### config.mk
export PLATFORM = sky130hd
export DESIGN_NAME = fp_mul_normalize_round_flat
export DESIGN_NICKNAME = d
export VERILOG_FILES = /design/src/rtl/fp_mul_normalize_round_if.sv /design/src/rtl/fp_mul_normalize_round.sv /design/src/flat_wrapper.sv
export SDC_FILE = /design/constraint.sdc
export NUM_CORES = 1
export LEC_CHECK = 0
export CAP_MARGIN = 15
export CORE_MARGIN = 2
export CORE_UTILIZATION = 44
export DETAILED_ROUTE_END_ITERATION = 16
export PLACE_DENSITY = 0.87
export SLEW_MARGIN = 10
export SYNTH_ARGS = -nofsm -noshare
export SYNTH_HDL_FRONTEND = slang
export SYNTH_SLANG_ARGS = --single-unit
### constraint.sdc
create_clock -name clk -period 3.15 [get_ports clk]
set_clock_uncertainty 0.05 [all_clocks]
set_input_delay 0.63 -clock clk [delete_from_list [all_inputs] [get_ports clk]]
set_output_delay 0.63 -clock clk [all_outputs]
set_load 0.01 [all_outputs]
### src/rtl/fp_mul_normalize_round_if.sv
// Handshake and payload bundle for the single-precision multiply normalize/round back end.
interface fp_mul_normalize_round_if;
  logic        in_valid;
  logic        in_ready;
  logic [47:0] in_product;
  logic [7:0]  in_exp_a;
  logic [7:0]  in_exp_b;
  logic        in_sign;
  logic        in_zero;
  logic        in_inf;
  logic        in_nan;
  logic        out_valid;
  logic        out_ready;
  logic [31:0] out_result;
  logic        out_overflow;
  logic        out_underflow;
  logic        out_inexact;

  modport slave (
    input  in_valid, in_product, in_exp_a, in_exp_b, in_sign, in_zero, in_inf, in_nan,
    input  out_ready,
    output in_ready, out_valid, out_result, out_overflow, out_underflow, out_inexact
  );

  modport master (
    output in_valid, in_product, in_exp_a, in_exp_b, in_sign, in_zero, in_inf, in_nan,
    output out_ready,
    input  in_ready, out_valid, out_result, out_overflow, out_underflow, out_inexact
  );
endinterface

### src/rtl/fp_mul_normalize_round.sv
// Two-stage FP32 multiply back end: S1 normalizes the 48-bit significand product,
// S2 rounds to nearest-even, handles overflow/flush-to-zero/specials and packs the result.
module fp_mul_normalize_round (
  input  logic                      clk,
  input  logic                      rst,
  fp_mul_normalize_round_if.slave   bus
);

  localparam int unsigned MANT_W = 23;
  localparam int unsigned EXP_W  = 8;
  localparam int unsigned SEXP_W = 10;
  localparam int unsigned RES_W  = 32;

  logic                     s1_valid_q, s1_valid_d;
  logic [MANT_W-1:0]        s1_mant_q, s1_mant_d;
  logic                     s1_guard_q, s1_guard_d;
  logic                     s1_sticky_q, s1_sticky_d;
  logic signed [SEXP_W-1:0] s1_exp_q, s1_exp_d;
  logic                     s1_sign_q, s1_sign_d;
  logic                     s1_zero_q, s1_zero_d;
  logic                     s1_inf_q, s1_inf_d;
  logic                     s1_nan_q, s1_nan_d;

  logic                     s2_valid_q, s2_valid_d;
  logic [RES_W-1:0]         result_q, result_d;
  logic                     overflow_q, overflow_d;
  logic                     underflow_q, underflow_d;
  logic                     inexact_q, inexact_d;

  logic                     s1_adv, s2_adv;
  logic                     incr;
  logic [MANT_W:0]          mant_sum;
  logic signed [SEXP_W-1:0] exp_r;

  always_comb begin
    s2_adv      = !s2_valid_q || bus.out_ready;
    s1_adv      = !s1_valid_q || s2_adv;

    s1_valid_d  = s1_valid_q;
    s1_mant_d   = s1_mant_q;
    s1_guard_d  = s1_guard_q;
    s1_sticky_d = s1_sticky_q;
    s1_exp_d    = s1_exp_q;
    s1_sign_d   = s1_sign_q;
    s1_zero_d   = s1_zero_q;
    s1_inf_d    = s1_inf_q;
    s1_nan_d    = s1_nan_q;

    s2_valid_d  = s2_valid_q;
    result_d    = result_q;
    overflow_d  = overflow_q;
    underflow_d = underflow_q;
    inexact_d   = inexact_q;

    // S1: pick the leading one (bit 47 or 46) and fold the tail into guard/sticky
    if (s1_adv) begin
      s1_valid_d = bus.in_valid;
      if (bus.in_valid) begin
        if (bus.in_product[47]) begin
          s1_mant_d   = bus.in_product[46:24];
          s1_guard_d  = bus.in_product[23];
          s1_sticky_d = |bus.in_product[22:0];
          s1_exp_d    = {2'b00, bus.in_exp_a} + {2'b00, bus.in_exp_b} - SEXP_W'(126);
        end else begin
          s1_mant_d   = bus.in_product[45:23];
          s1_guard_d  = bus.in_product[22];
          s1_sticky_d = |bus.in_product[21:0];
          s1_exp_d    = {2'b00, bus.in_exp_a} + {2'b00, bus.in_exp_b} - SEXP_W'(127);
        end
        s1_sign_d = bus.in_sign;
        s1_zero_d = bus.in_zero;
        s1_inf_d  = bus.in_inf;
        s1_nan_d  = bus.in_nan;
      end
    end

    // S2: round-to-nearest-even; a carry out of the mantissa leaves it zero and bumps exp
    incr     = s1_guard_q && (s1_sticky_q || s1_mant_q[0]);
    mant_sum = {1'b0, s1_mant_q} + (MANT_W + 1)'(incr);
    exp_r    = s1_exp_q + SEXP_W'(mant_sum[MANT_W]);

    if (s2_adv) begin
      s2_valid_d = s1_valid_q;
      if (s1_valid_q) begin
        overflow_d  = 1'b0;
        underflow_d = 1'b0;
        inexact_d   = 1'b0;
        if (s1_nan_q || (s1_inf_q && s1_zero_q)) begin
          result_d = 32'h7FC0_0000;
        end else if (s1_inf_q) begin
          result_d = {s1_sign_q, {EXP_W{1'b1}}, {MANT_W{1'b0}}};
        end else if (s1_zero_q) begin
          result_d = {s1_sign_q, (RES_W - 1)'(0)};
        end else if (exp_r >= SEXP_W'(255)) begin
          result_d   = {s1_sign_q, {EXP_W{1'b1}}, {MANT_W{1'b0}}};
          overflow_d = 1'b1;
          inexact_d  = 1'b1;
        end else if (exp_r <= SEXP_W'(0)) begin
          result_d    = {s1_sign_q, (RES_W - 1)'(0)};
          underflow_d = 1'b1;
          inexact_d   = 1'b1;
        end else begin
          result_d  = {s1_sign_q, exp_r[EXP_W-1:0], mant_sum[MANT_W-1:0]};
          inexact_d = s1_guard_q || s1_sticky_q;
        end
      end
    end
  end

  // Control and output registers carry the reset; pipeline data does not need one
  always_ff @(posedge clk) begin
    if (rst) begin
      s1_valid_q  <= 1'b0;
      s2_valid_q  <= 1'b0;
      result_q    <= '0;
      overflow_q  <= 1'b0;
      underflow_q <= 1'b0;
      inexact_q   <= 1'b0;
    end else begin
      s1_valid_q  <= s1_valid_d;
      s2_valid_q  <= s2_valid_d;
      result_q    <= result_d;
      overflow_q  <= overflow_d;
      underflow_q <= underflow_d;
      inexact_q   <= inexact_d;
    end
  end

  always_ff @(posedge clk) begin
    s1_mant_q   <= s1_mant_d;
    s1_guard_q  <= s1_guard_d;
    s1_sticky_q <= s1_sticky_d;
    s1_exp_q    <= s1_exp_d;
    s1_sign_q   <= s1_sign_d;
    s1_zero_q   <= s1_zero_d;
    s1_inf_q    <= s1_inf_d;
    s1_nan_q    <= s1_nan_d;
  end

  assign bus.in_ready      = s1_adv;
  assign bus.out_valid     = s2_valid_q;
  assign bus.out_result    = result_q;
  assign bus.out_overflow  = overflow_q;
  assign bus.out_underflow = underflow_q;
  assign bus.out_inexact   = inexact_q;

endmodule

### src/flat_wrapper.sv
// flat-port wrapper written by rule: the top's interface ports become plain ports
module fp_mul_normalize_round_flat 
  (clk, rst, bus_in_valid, bus_in_product, bus_in_exp_a, bus_in_exp_b, bus_in_sign, bus_in_zero, bus_in_inf, bus_in_nan, bus_out_ready, bus_in_ready, bus_out_valid, bus_out_result, bus_out_overflow, bus_out_underflow, bus_out_inexact);
  fp_mul_normalize_round_if bus_i ();
  input  logic clk;
  input  logic rst;
  input wire logic [$bits(bus_i.in_valid)-1:0] bus_in_valid;
  input wire logic [$bits(bus_i.in_product)-1:0] bus_in_product;
  input wire logic [$bits(bus_i.in_exp_a)-1:0] bus_in_exp_a;
  input wire logic [$bits(bus_i.in_exp_b)-1:0] bus_in_exp_b;
  input wire logic [$bits(bus_i.in_sign)-1:0] bus_in_sign;
  input wire logic [$bits(bus_i.in_zero)-1:0] bus_in_zero;
  input wire logic [$bits(bus_i.in_inf)-1:0] bus_in_inf;
  input wire logic [$bits(bus_i.in_nan)-1:0] bus_in_nan;
  input wire logic [$bits(bus_i.out_ready)-1:0] bus_out_ready;
  output wire logic [$bits(bus_i.in_ready)-1:0] bus_in_ready;
  output wire logic [$bits(bus_i.out_valid)-1:0] bus_out_valid;
  output wire logic [$bits(bus_i.out_result)-1:0] bus_out_result;
  output wire logic [$bits(bus_i.out_overflow)-1:0] bus_out_overflow;
  output wire logic [$bits(bus_i.out_underflow)-1:0] bus_out_underflow;
  output wire logic [$bits(bus_i.out_inexact)-1:0] bus_out_inexact;
  assign bus_i.in_valid = bus_in_valid;
  assign bus_i.in_product = bus_in_product;
  assign bus_i.in_exp_a = bus_in_exp_a;
  assign bus_i.in_exp_b = bus_in_exp_b;
  assign bus_i.in_sign = bus_in_sign;
  assign bus_i.in_zero = bus_in_zero;
  assign bus_i.in_inf = bus_in_inf;
  assign bus_i.in_nan = bus_in_nan;
  assign bus_i.out_ready = bus_out_ready;
  assign bus_in_ready = bus_i.in_ready;
  assign bus_out_valid = bus_i.out_valid;
  assign bus_out_result = bus_i.out_result;
  assign bus_out_overflow = bus_i.out_overflow;
  assign bus_out_underflow = bus_i.out_underflow;
  assign bus_out_inexact = bus_i.out_inexact;
  fp_mul_normalize_round u_core (.clk(clk), .rst(rst), .bus(bus_i));
endmodule
==> metrics.md, run 1 <==
| Metric | Value |
|---|---|
| Synthesized area per cell | `10.8 um^2` |
| GR Util All Layers | `18.1%` |
| Root Buffer | `clkbuf_8` |
| Worst IR drop on VDD | `165 uV` |
| Multi-input gate area | `2180 um^2` |
| Psw | `662 uW` |
| Max clock buf depth | `2` |
| WL/cell | `15.0 um` |
| Clock transition at path regs | `80 ps` |
| First-pass GRT wire length | `14.7 mm` |
| Wirelength, routed | `9.48 mm` |
| CTS buffer count | `9` |
| Fmax achieved | `321 MHz` |
| DR DRC count | `0` |
| Layout Area Growth over Synthesis | `40.5%` |
| Rel. slew slack | `60.4%` |
| # clock sinks | `76` |
| Filler cells | `732` |
| DR iter-0 viols | `111` |
| Internal power | `1.76 mW` |
| Largest net degree at the start of global routing | `26` |
| Vias in the first global route | `3196` |
| Sequential Power Share | `49.2%` |
| WP data arrival | `3350 ps` |
| Final Hold Viols | `0` |
| Synth unique cells | `56` |
| Nature of the critical path startpoint | `flop` |
| Initial antenna violation count | `0` |
| Syn Std Cell Area | `4140 um^2` |
| Seq/Total Area, Yosys | `46.2%` |
| Leakage | `2.13 nW` |
| Top delay family on crit path | `simple AND/OR/NAND/NOR gates` |
| CTS tree | `yes` |
| Synth top area cells | `edfxtp_1 (28%), dfxtp_1 (18%), mux2_2 (6.5%)` |
| Post-detail-place hpwl | `7.15 mm` |
| Dpl ws | `-48.7 ps` |
| # H-tree levels | `3` |
| Syn. warnings | `0` |
| Initial core utilization | `45.0%` |
| Post-synth top area cell | `edfxtp_1` |
| Top FF cell, synth | `edfxtp_1` |
| IO Port Bufs | `108` |
| Maxcap violations | `0` |
| Combinational share of power | `20.5%` |
| Rows | `35` |
| RSZ-0062 raised after global routing | `yes` |
| Hold buffer count at CTS | `0` |
| Worst Hold Class | `reg -> reg` |
| Reg area | `1910 um^2` |
| Clk Latency, worst-skew pair | `350 ps` |
| Post-DR vias/cell | `5.40` |
| Nets@finish | `601` |
| CP max stage cell | `edfxtp_1` |
| Asr flop ratio synth | `0%` |
| Share of post-route cells with drive strength above 1 | `22.4%` |
| Syn Nets | `471` |
| Reg2reg setup slack | `40 ps` |
| Fin crit period | `3110 ps` |
| Worst Setup End Kind | `flop` |
| Routed Antenna Nets | `0` |
| Tcrit/Tclk final | `98.7%` |
| Top-area cell type share of the netlist area | `28.3%` |
| Clk pwr share | `30.3%` |
| Most Frequent Cell on Critical Path | `nand3_4` |
| Power per Cell Area | `416 nW/um^2` |
| Critical Path, Cell by Cell | `o21a_1 -> ha_2 -> and4_4 -> nand2_4 -> nor3_4 -> and3_4 -> ha_4 -> buf_6 -> nand3_4 -> o31a_1 -> a31o_1 -> a31oi_4 -> nand3_4 -> clkbuf_16 -> o21ai_2` |
| Synthesized flop and latch total | `76` |
| Die area | `10200 um^2` |
| Die width | `101 um` |
| # IOs | `109` |
| Sw Ratio | `27.3%` |
| Outcome | `completed` |
| EDFF count, synth | `39` |
| Worst-Margin Slew | `588 ps` |
| Final Slew Violations | `0` |
| Die H | `101 um` |
| Via count | `3405` |
| Worst EP required | `3390 ps` |
| Crit Path Max Fanout | `5` |
| Crit path buf inv count | `2` |
| Setup ws final | `39.6 ps` |
| Utilization after layout | `63.3%` |
| Routability cong. | `0.849` |
| Core ar. | `9200 um^2` |
| Setup TNS Final | `0 ps` |
| TritonRoute pass-1 iters | `5` |
| Hold WS | `405 ps` |
| Post-Syn Instances | `384` |
| CP peak stage delay | `360 ps` |
| Crit path kind | `reg -> reg` |
| Total congestion overflow | `0` |
| Antenna Cells | `0` |
| Endpoints failing setup | `0` |
==> layout by cell type (no fill, tap or decap), drive strengths merged, types with 4 or more instances in the layout <==
| cell type | n |
|---|---|
| ha | 14 |
| and3 | 7 |
| clkdlybuf4s50 | 108 |
| a21oi | 7 |
| buf | 26 |
| nor4 | 6 |
| nand4 | 8 |
| o221a | 6 |
| clkbuf | 12 |
| xnor2 | 17 |
| dfxtp | 37 |
| edfxtp | 39 |
| nand2 | 40 |
| o21ai | 29 |
| nor2b | 4 |
| nand3 | 22 |
| nor2 | 19 |
| xor2 | 25 |
| mux2 | 24 |
| and4 | 4 |
| nor3 | 12 |
| inv | 9 |
==> sequential cells by signal (all words and copies together), names as in the netlist <==
signal and count:
u_core.s1_guard_q 1, u_core.bus.out_valid 1, u_core.s1_inf_q 1, u_core.s1_valid_q 1
u_core.s1_exp_q 10, u_core.bus.out_inexact 1, u_core.bus.out_underflow 1, u_core.s1_sign_q 1
u_core.bus.out_overflow 1, u_core.s1_zero_q 1, u_core.s1_nan_q 1, u_core.s1_sticky_q 1
u_core.bus.out_result 32, u_core.s1_mant_q 23
==> synth_stat cells, drive strengths merged, types with 4 or more instances <==
master	instances
a21oi	7
and3	7
o221a	6
nor4	6
nand2	40
clkbuf	5
and4	4
dfxtp	37
edfxtp	39
ha	14
nand4	8
mux2	24
xor2	25
nor2b	4
xnor2	17
nand3	22
inv	8
nor3	12
o21ai	29
nor2	19
buf	12
==> tightest hold or removal path, stage by stage, from the launching register on <==
cell     delay (ps)
dfxtp_1         320
nand2_1          50
nand2_1          50
==> final cells by class <==
type	count	share of cell area, %
Tap cell	111	2.39
Timing Repair Buffer	136	23.5
Multi-Input combinational cell	283	37.5
Clock buffer	10	2.19
Clock inverter	6	1.10
Inverter	8	0.516
Sequential cell	76	32.8
==> worst paths after layout <==
path                            start                       end  cells after the start
max               u_core.s1_mant_q[0]  u_core.bus.out_result[0]                     15
min reg2reg  u_core.bus.out_underflow  u_core.bus.out_underflow                      2
min          u_core.bus.out_underflow  u_core.bus.out_underflow                      2
max reg2reg       u_core.s1_mant_q[0]  u_core.bus.out_result[0]                     15
==> stage by stage <==
stage / std cells / total power [mW] / area (um^2)
2_1_floorplan: 384 / 1.49 / 4150
5_1_grt: 630 / 2.54 / 5820
4_1_cts: 620 / 2.41 / 5630
6_report: 630 / 2.42 / 5820
3_3_place_gp: 603 / 1.66 / 5430
3_5_place_dp: 603 / 1.68 / 5430
==> power groups by stage <==
| stage | registers [mW] | logic (mW) | clock network (mW) |
|---|---|---|---|
| final | 1.19 | 0.496 | 0.735 |
| after global routing | 1.20 | 0.547 | 0.791 |
| after CTS | 1.19 | 0.469 | 0.747 |
| after detailed placement | 1.21 | 0.466 | 0 |
| after global placement | 1.21 | 0.453 | 0 |
| after floorplan | 1.18 | 0.314 | 0 |
==> logic make-up after synthesis <==
kind of cell    synth area share [%]
flops                           46.2
compound gates                  13.2
buf+inv                         3.14
mux                             7.01
simple gates                    16.7
xor+xnor                        9.06
fa+ha+maj                       4.71
==> per-layer routing <==
| metal | global-route usage [%] | up-vias | wire length (um) |
|---|---|---|---|
| met1 | 22.0 | 1610 | 3940 |
| met2 | 31.4 | 116 | 4760 |
| met5 | 0 | - | 0 |
| met4 | 6.24 | 0 | 166 |
| li1 | - | 1666 | - |
| met3 | 4.30 | 13 | 606 |
==> repair_timing <==
action | CTS | global route
pin swaps | 2 | 25
setup endpoints to repair | 25 | 31
gates cloned | 0 | 2
setup buffers | 1 | 8
gates resized for setup | 1 | 17
(Power assumes the default switching activity.)
==> inputs of run 2 (changes only) <==
--- a/config.mk
+++ b/config.mk
@@ -8,9 +8,11 @@
 export CAP_MARGIN = 15
 export CORE_MARGIN = 2
 export CORE_UTILIZATION = 44
+export CTS_BUF_LIST = sky130_fd_sc_hd__clkbuf_16
 export DETAILED_ROUTE_END_ITERATION = 16
 export PLACE_DENSITY = 0.87
 export SLEW_MARGIN = 10
 export SYNTH_ARGS = -nofsm -noshare
 export SYNTH_HDL_FRONTEND = slang
 export SYNTH_SLANG_ARGS = --single-unit
+export TNS_END_PERCENT = 50
==> run 2 against run 1 <==
- sequential cell count is the same
- routed wire length is 1.0% higher
- critical path depth is the same
- fmax decreased by 1.0%
- worst setup slack worse by 32 ps
- total power increased by 11%
- clock power is 37% higher
- first-iteration DRC count did not move
- register-to-register slack got worse by 30 ps
- via count fell by 1.1%
- non-clock buffer count down 3
- worst hold slack lost 3.3 ps
==> metrics.md, run 2 (same netlist as run 1, synthesis figures left out) <==
| Metric | Value |
|---|---|
| Via count | `3369` |
| CTS buffer count | `9` |
| Crit Path Max Fanout | `5` |
| Worst Hold Class | `reg -> reg` |
| GR Util All Layers | `18.2%` |
| # H-tree levels | `3` |
| GR Layer Usage met2 | `31.5%` |
| Vias in the first global route | `3219` |
| # clock sinks | `76` |
| Post-DR vias/cell | `5.37` |
| Met1 Use GR | `22.2%` |
| Most frequent cells in the layout | `clkdlybuf4s50_1 (108), edfxtp_1 (39), nand2_1 (38)` |
| Clk Latency, worst-skew pair | `330 ps` |
| DR iter-0 viols | `111` |
| Nets@finish | `598` |
| Initial core utilization | `45.0%` |
| Die width | `101 um` |
| TritonRoute pass-1 iters | `4` |
| Rel. slew slack | `60.7%` |
| Endpoints failing setup | `0` |
| Dpl ws | `-48.7 ps` |
| Setup TNS Final | `0 ps` |
| Rows | `35` |
| Routed Antenna Nets | `0` |
| DR DRC count | `0` |
| Hold Crit Start | `u_core.bus.out_underflow` |
| Worst IR drop on VDD | `241 uV` |
| RSZ-0062 raised after global routing | `yes` |
| Layout Area Growth over Synthesis | `42.5%` |
| Hold buffer count at CTS | `0` |
| Filler cells | `710` |
| WL/cell | `15.3 um` |
| Worst Setup SP | `u_core.s1_mant_q[0]` |
| WP data arrival | `3360 ps` |
| Die area | `10200 um^2` |
| Power per Cell Area | `456 nW/um^2` |
| Antenna Cells | `0` |
| Routability cong. | `0.849` |
| Fmax achieved | `318 MHz` |
| GR peak layer | `met2` |
| Core ar. | `9200 um^2` |
| Tcrit/Tclk final | `99.8%` |
| DP Area | `5430 um^2` |
| Nature of the critical path startpoint | `flop` |
| Maxcap violations | `0` |
| Met3 Use GR | `3.26%` |
| Root Buffer | `clkbuf_16` |
| Worst EP required | `3370 ps` |
| Die H | `101 um` |
| CTS tree | `yes` |
| Initial antenna violation count | `0` |
| Worst-Margin Slew | `585 ps` |
| Post-detail-place hpwl | `7.15 mm` |
| Leakage | `2.16 nW` |
| Clock transition at path regs | `60 ps` |
| Crit path kind | `reg -> reg` |
| Outcome | `completed` |
| Reg area | `1910 um^2` |
| Flip-flop count of the largest register after layout | `32` |
| Fin crit period | `3140 ps` |
| # IOs | `109` |
| Max clock buf depth | `2` |
| Utilization after layout | `64.2%` |
| Total congestion overflow | `0` |
| Wirelength, routed | `9.57 mm` |
| Overall power | `2.69 mW` |
| First-pass GRT wire length | `14.7 mm` |
| IO Port Bufs | `108` |
| Largest net degree at the start of global routing | `26` |
| Final Hold Viols | `0` |
| Worst Setup End Kind | `flop` |
| Final Instance Area | `5900 um^2` |
| Share of post-route cells with drive strength above 1 | `21.5%` |
| Commonest non-fill, non-tap cell in the layout | `clkdlybuf4s50_1` |
| R2r startpoint | `u_core.s1_mant_q[0]` |
| Final Slew Violations | `0` |
| Setup ws final | `7.85 ps` |
| Multi-input gate area | `2180 um^2` |
-- run 2: cell count changes in the layout (fill, tap and decap cells not counted), moves of 2 or more --
cell,change
clkbuf_16,+9
clkbuf_8,-9
buf_4,-3
o21ai_2,-2
-- run 2: final cells by class --
type                    count  area share [%]
clock inverters             7            1.15
flip-flops and latches     76            32.4
well taps                 111            2.35
multi-input cells         283            37.0
inverters                   8           0.509
clock buffers               9            3.82
repair buffers            133            22.8
-- run 2: what timing repair did --
item | 4_1_cts | 5_1_grt
pin swaps | 2 | 24
endpoints found under the setup margin | 22 | 32
setup buffers | 1 | 5
gates cloned | 0 | 2
resized for setup | 1 | 16
-- run 2: worst paths after layout --
check | end | slack (ps) | cells after the start
min reg2reg | u_core.bus.out_underflow | 400 | 2
max reg2reg | u_core.bus.out_result[13] | 8 | 15
min | u_core.bus.out_underflow | 400 | 2
max | u_core.bus.out_result[13] | 8 | 15
-- run 2: worst max-delay path: stages, from the launching register on --
cell,delay (ps)
edfxtp_1,350
o21a_1,130
ha_2,170
and4_4,250
nand2_4,60
nor3_4,220
and3_4,220
ha_4,140
buf_6,100
nand3_4,90
o31a_1,270
a31o_1,230
a31oi_4,250
nand3_4,190
clkbuf_16,230
o21ai_2,110
-- run 2: where the power goes --
part / switching, mW / internal (mW)
Sequential: 0.0759 / 1.12
Combinational: 0.216 / 0.275
Clock: 0.396 / 0.610
-- run 2: through the flow --
stage / hold WS, ps / std cells
2_1_floorplan: 417 / 384
3_3_place_gp: 386 / 603
3_5_place_dp: 391 / 603
4_1_cts: 399 / 620
5_1_grt: 422 / 627
6_report: 402 / 627
-- run 2: per-layer routing --
layer	part of all wire (%)	wire, um
met5	0	0
met2	51	4850
met4	1.8	176
met1	42	3990
met3	5.8	551
